[src/rtl/m_ext_pkg.sv]
// Shared definitions for the RV32M execution unit: widths, funct3 codes,
// FSM encoding and the architectural special-case constants.
package m_ext_pkg;

    localparam int XLEN      = 32;
    localparam int DIV_STEPS = 32;

    localparam logic [2:0] F3_MUL    = 3'b000;
    localparam logic [2:0] F3_MULH   = 3'b001;
    localparam logic [2:0] F3_MULHSU = 3'b010;
    localparam logic [2:0] F3_MULHU  = 3'b011;
    localparam logic [2:0] F3_DIV    = 3'b100;
    localparam logic [2:0] F3_DIVU   = 3'b101;
    localparam logic [2:0] F3_REM    = 3'b110;
    localparam logic [2:0] F3_REMU   = 3'b111;

    typedef enum logic [2:0] {
        ST_IDLE = 3'd0,
        ST_MUL  = 3'd1,
        ST_DIV  = 3'd2,
        ST_FIX  = 3'd3,
        ST_DONE = 3'd4
    } state_e;

    localparam logic [XLEN-1:0] DIV_BY_ZERO_Q = 32'hFFFF_FFFF;
    localparam logic [XLEN-1:0] INT_MIN       = 32'h8000_0000;

    // Two's complement negate when en is set.
    function automatic logic [XLEN-1:0] neg_if(input logic [XLEN-1:0] v, input logic en);
        return en ? (~v + 32'd1) : v;
    endfunction

endpackage

[src/rtl/m_ext_unit_mul.sv]
// Combinational signed 33x33 multiplier; the caller chooses sign/zero
// extension of each operand so one array serves all four multiply ops.
module mul_33x33 (
    input  logic [32:0] a_i,
    input  logic [32:0] b_i,
    output logic [65:0] p_o
);
    logic signed [65:0] a_ext_s;
    logic signed [65:0] b_ext_s;

    assign a_ext_s = 66'($signed(a_i));
    assign b_ext_s = 66'($signed(b_i));
    assign p_o     = a_ext_s * b_ext_s;

endmodule

[src/rtl/m_ext_unit.sv]
// RV32M EX-stage unit: two-cycle multiply through mul_33x33 and a 32-step
// restoring divider, returning one registered result with a done pulse.
module m_ext_unit
    import m_ext_pkg::*;
(
    input  logic            clk,
    input  logic            rst,
    input  logic            start,
    input  logic [2:0]      funct3,
    input  logic [XLEN-1:0] rs1,
    input  logic [XLEN-1:0] rs2,
    input  logic            flush,
    output logic            busy,
    output logic            done,
    output logic [XLEN-1:0] result
);
    state_e          state_q, state_d;
    logic [2:0]      f3_q;
    logic [XLEN-1:0] op_a_q;
    logic [XLEN-1:0] op_b_q;
    logic [XLEN:0]   rem_q;
    logic [4:0]      cnt_q;
    logic            q_neg_q;
    logic            r_neg_q;
    logic [XLEN-1:0] result_q;

    logic            is_div_s, is_signed_s, div_zero_s, div_ovf_s, special_s, accept_s;
    logic [XLEN-1:0] special_res_s;
    logic [32:0]     mul_a_s, mul_b_s;
    logic [65:0]     prod_s;
    logic [XLEN-1:0] mul_res_s;
    logic [XLEN:0]   rem_shift_s, rem_next_s;
    logic            q_bit_s;
    logic [XLEN-1:0] fix_res_s;
    logic            unused_bits_s;

    assign is_div_s    = funct3[2];
    assign is_signed_s = ~funct3[0];
    assign div_zero_s  = (rs2 == 32'd0);
    assign div_ovf_s   = is_signed_s && (rs1 == INT_MIN) && (rs2 == 32'hFFFF_FFFF);
    assign special_s   = is_div_s && (div_zero_s || div_ovf_s);
    assign accept_s    = (state_q == ST_IDLE) && start && !flush;

    // Special-case result is known at accept, so those ops skip the divider.
    always_comb begin
        special_res_s = DIV_BY_ZERO_Q;
        if (div_zero_s) begin
            special_res_s = funct3[1] ? rs1 : DIV_BY_ZERO_Q;
        end else begin
            special_res_s = funct3[1] ? 32'd0 : INT_MIN;
        end
    end

    assign mul_a_s = {((f3_q == F3_MULH) || (f3_q == F3_MULHSU)) ? op_a_q[31] : 1'b0, op_a_q};
    assign mul_b_s = {(f3_q == F3_MULH) ? op_b_q[31] : 1'b0, op_b_q};

    mul_33x33 u_mul (
        .a_i (mul_a_s),
        .b_i (mul_b_s),
        .p_o (prod_s)
    );

    assign mul_res_s = (f3_q == F3_MUL) ? prod_s[31:0] : prod_s[63:32];

    // One restoring step: shift in the next dividend bit, keep the subtract if it fits.
    always_comb begin
        rem_shift_s = {rem_q[XLEN-1:0], op_a_q[XLEN-1]};
        if (rem_shift_s >= {1'b0, op_b_q}) begin
            rem_next_s = rem_shift_s - {1'b0, op_b_q};
            q_bit_s    = 1'b1;
        end else begin
            rem_next_s = rem_shift_s;
            q_bit_s    = 1'b0;
        end
    end

    assign fix_res_s = f3_q[1] ? neg_if(rem_q[XLEN-1:0], r_neg_q) : neg_if(op_a_q, q_neg_q);

    assign unused_bits_s = ^{prod_s[65:64], rem_q[XLEN]};

    // Next-state logic; flush overrides everything, including a new start.
    always_comb begin
        state_d = state_q;
        if (flush) begin
            state_d = ST_IDLE;
        end else begin
            case (state_q)
                ST_IDLE: begin
                    if (start) begin
                        if (!is_div_s)      state_d = ST_MUL;
                        else if (special_s) state_d = ST_DONE;
                        else                state_d = ST_DIV;
                    end else begin
                        state_d = ST_IDLE;
                    end
                end
                ST_MUL:  state_d = ST_DONE;
                ST_DIV:  state_d = (cnt_q == 5'(DIV_STEPS - 1)) ? ST_FIX : ST_DIV;
                ST_FIX:  state_d = ST_DONE;
                ST_DONE: state_d = ST_IDLE;
                default: state_d = ST_IDLE;
            endcase
        end
    end

    // State register.
    always_ff @(posedge clk) begin
        if (rst) state_q <= ST_IDLE;
        else     state_q <= state_d;
    end

    // Operand capture, divider iteration and result register.
    always_ff @(posedge clk) begin
        if (rst) begin
            f3_q     <= 3'd0;
            op_a_q   <= 32'd0;
            op_b_q   <= 32'd0;
            rem_q    <= 33'd0;
            cnt_q    <= 5'd0;
            q_neg_q  <= 1'b0;
            r_neg_q  <= 1'b0;
            result_q <= 32'd0;
        end else if (accept_s) begin
            f3_q  <= funct3;
            rem_q <= 33'd0;
            cnt_q <= 5'd0;
            if (is_div_s && is_signed_s) begin
                op_a_q  <= neg_if(rs1, rs1[31]);
                op_b_q  <= neg_if(rs2, rs2[31]);
                q_neg_q <= rs1[31] ^ rs2[31];
                r_neg_q <= rs1[31];
            end else begin
                op_a_q  <= rs1;
                op_b_q  <= rs2;
                q_neg_q <= 1'b0;
                r_neg_q <= 1'b0;
            end
            if (special_s) result_q <= special_res_s;
            else           result_q <= result_q;
        end else if (!flush) begin
            case (state_q)
                ST_MUL: result_q <= mul_res_s;
                ST_DIV: begin
                    op_a_q <= {op_a_q[XLEN-2:0], q_bit_s};
                    rem_q  <= rem_next_s;
                    cnt_q  <= cnt_q + 5'd1;
                end
                ST_FIX:  result_q <= fix_res_s;
                default: result_q <= result_q;
            endcase
        end else begin
            result_q <= result_q;
        end
    end

    assign busy   = (state_q != ST_IDLE);
    assign done   = (state_q == ST_DONE);
    assign result = result_q;

endmodule

[config.mk]
export PLATFORM = sky130hd
export DESIGN_NAME = m_ext_unit
export DESIGN_NICKNAME = d
export VERILOG_FILES = /design/src/rtl/m_ext_pkg.sv /design/src/rtl/m_ext_unit_mul.sv /design/src/rtl/m_ext_unit.sv
export SDC_FILE = /design/constraint.sdc
export NUM_CORES = 2
export LEC_CHECK = 0
export ABC_AREA = 1
export CAP_MARGIN = 10
export CORE_MARGIN = 2
export CORE_UTILIZATION = 40
export DETAILED_ROUTE_END_ITERATION = 8
export PLACE_DENSITY = 0.52
export REMOVE_ABC_BUFFERS = 1
export SETUP_SLACK_MARGIN = 0.02
export SYNTH_ARGS = -nofsm -noshare
export SYNTH_HDL_FRONTEND = slang
export SYNTH_SLANG_ARGS = --single-unit
[constraint.sdc]
create_clock -name clk -period 19.4 [get_ports clk]
set_input_delay 1.94 -clock clk [delete_from_list [all_inputs] [get_ports clk]]
set_output_delay 1.94 -clock clk [all_outputs]
set_load 0.005 [all_outputs]
==> results by group <==
Drt
  • Via density per instance: 5.11
  • Via count: 45,417
  • Drt total wl: 187 mm
  • First-pass DRT Iterations: 6
  • Antenna violation net count after detailed routing: 0
  • DRC: 0
  • WL/cell: 21.0 um
  • First-iteration detailed-routing DRC count: 3,187

Setup path
  • Required time of the critical path: 19,730 ps
  • CP top delay family: adder cells
  • Slowest CP cell: fa_1
  • Crit. End Element: flip-flop
  • Crit-path max cell delay: 790 ps
  • Critical path fanouts, max: 35
  • WS Path Type: flip-flop to flip-flop
  • Critical path arrival: 10,210 ps
  • Buf/Inv on CP: 10
  • Worst setup SP type: flip-flop

Timing
  • Fin crit period: 9880 ps
  • Fin. Hold Viols: 0
  • Layout Skew: 17.6 ps
  • # setup viols final: 0
  • Relative slew slack: 0.230
  • Setup ws final: 9520 ps
  • Final TNS setup: 0 ps
  • Fmax: 101 MHz
  • Unrepaired setup endpoints after global routing: no
  • Period Utilization, post-route: 0.509
  • Slew @ Worst Pin: 1150 ps
  • Final Max Slew Viols: 0

Global routing
  • Vias in the first global route: 47,785
  • Initial antenna violation count: 3
  • GR Util All Layers: 0.283
  • Layer with the highest usage: met2
  • Met3 Resource Use GR: 0.0216
  • Largest net degree at the start of global routing: 61
  • GRT met2 Usage: 0.473
  • Met1 global-route usage: 0.392
  • First-pass GRT wire length: 292 mm
  • Overflow after GRT: 0

Floorplanning
  • Die Height: 366 um
  • Die Width: 366 um
  • DIE AREA: 0.134 mm^2
  • I/O pin total: 105
  • Core outline area: 0.130 mm^2
  • # rows: 132
  • Starting Density: 0.404

CTS
  • Clk_lat worst skew: 470 ps
  • CTS buffer count: 17
  • Max clock buf depth: 2
  • Resized cells post-CTS: 0
  • H-Tree Depth: 4
  • Hold bufs inserted after CTS: 0
  • Clock transition at path regs: 80 ps
  • Post-CTS setup buffers: 0
  • CTS tree: built
  • CTS sink count: 141
  • Clk root buf: clkbuf_16

Run
  • Max Cap Viol: 0

Cells and area
  • Multi-input logic area: 0.0412 mm^2
  • Post-synthesis to final-layout area growth: 5.94%
  • Commonest non-fill, non-tap cell in the layout: nand2_1
  • Most frequent cells in the layout: 1,886 x nand2_1, 1,874 x inv_1, 1,126 x fa_1
  • Register area: 0.00283 mm^2
  • FILL cells: 13,729
  • Nets: 8,583
  • Fraction of layout cells with a size suffix above 1: 0.0257
  • Design area: 0.0556 mm^2
  • Finished Core Util: 0.428

Power and ir drop
  • P per Cell Area: 37.7 mW/mm^2
  • Total chip power: 2.10 mW
  • Max VDD drop: 0.0000674 V
  • Leakage power: 28.6 nW

Yosys
  • Post-synthesis sequential area ratio: 0.0538
  • Primary FF master, synth: dfxtp_1
  • Unique masters post-synth: 56
  • Ys Warns: 0
  • Mapped Cells: 7,275
  • Synthesized flop and latch total: 141
  • Cell area after synthesis: 0.0525 mm^2
  • EDFF count, synth: 0
  • Async SR Flop Fraction: 0
  • Average size of a mapped cell: 7.22 um^2

Placed design
  • Hpwl dp: 154 mm
  • Place WS: 9430 ps
  • Area of placed instances: 0.0550 mm^2
  • RD Place Congestion: 0.967
  • Input/output buffers: 104

Worst hold path
  • Min-delay worst type: flip-flop to flip-flop

Run status
  • Run status: finished, final reports clean
==> worst min-delay path: cells and delay by family, from the launching register on <==
| kind | cells | cell delay (ps) |
|---|---|---|
| compound gates | 1 | 50 |
| flops | 1 | 310 |
| simple gates | 1 | 60 |
==> power by group <==
group	internal [mW]	switching (mW)	leakage, nW
Clock	0.193	0.161	0.288
Sequential	0.304	0.0171	1.15
Combinational	0.450	0.974	27.2
Total	0.947	1.15	28.6
==> routing by layer <==
metal	part of all wire	vias to the layer above	wire, um
li1	-	20877	-
met1	0.45	23056	83600
met2	0.47	1256	88100
met3	0.046	228	8600
met4	0.034	0	6360
met5	0	-	0
==> synthesized netlist by cell type (28+ instances only) <==
| cell type | count | area (um^2) |
|---|---|---|
| inv_1 | 1874 | 7030 |
| buf_1 | 54 | 203 |
| nand3_1 | 289 | 1450 |
| nor3_1 | 39 | 195 |
| a21oi_1 | 325 | 1630 |
| nand4_1 | 47 | 294 |
| nor2_1 | 418 | 1570 |
| xnor2_1 | 28 | 245 |
| nand2_1 | 1887 | 7080 |
| fa_1 | 1126 | 22500 |
| ha_1 | 252 | 3150 |
| xor2_1 | 49 | 429 |
| clkbuf_1 | 267 | 1000 |
| dfxtp_1 | 141 | 2820 |
| o21ai_0 | 259 | 1300 |
==> worst paths after layout <==
check,cells past startpoint,slack (ps),end,start
worst min register to register,2,470,result[7],result[7]
worst max register to register,34,9520,result[28],f3_q[1]
worst max-delay path,34,9520,result[28],f3_q[1]
worst min-delay path,2,470,result[7],result[7]
==> metrics by stage <==
| step | std cells | hold WS (ps) |
|---|---|---|
| finish | 8890 | 469 |
| CTS | 8889 | 470 |
| global route | 8889 | 492 |
| floorplan | 6921 | 443 |
| global placement | 8857 | 454 |
| detailed placement | 8857 | 458 |
==> area by class of cell <==
class,instances,area share
clock buffer,19,0.00778
clock inverter,13,0.00279
multi-input combinational,4895,0.741
sequential,141,0.0509
timing repair buffer,194,0.0308
inverter,1885,0.127
antenna,1,0.0000450
tap,1742,0.0392
==> cell families (layout without fill, tap and decap cells) <==
kind of cell	after synthesis	after routing	synth area share
simple gates	2747	2747	0.212
flops	141	141	0.0538
fa+ha+maj	1378	1378	0.489
compound gates	693	693	0.0704
other cells	0	1	0
buf+inv	2239	2111	0.162
xor+xnor	77	77	0.0128
==> registers in the layout, indices dropped and copies added (netlist names) <==
| signal | flops |
|---|---|
| op_b_q | 32 |
| state_q | 3 |
| f3_q | 3 |
| cnt_q | 5 |
| result | 32 |
| r_neg_q | 1 |
| rem_q | 32 |
| q_neg_q | 1 |
| op_a_q | 32 |
Power figures use the tool's default switching activity.
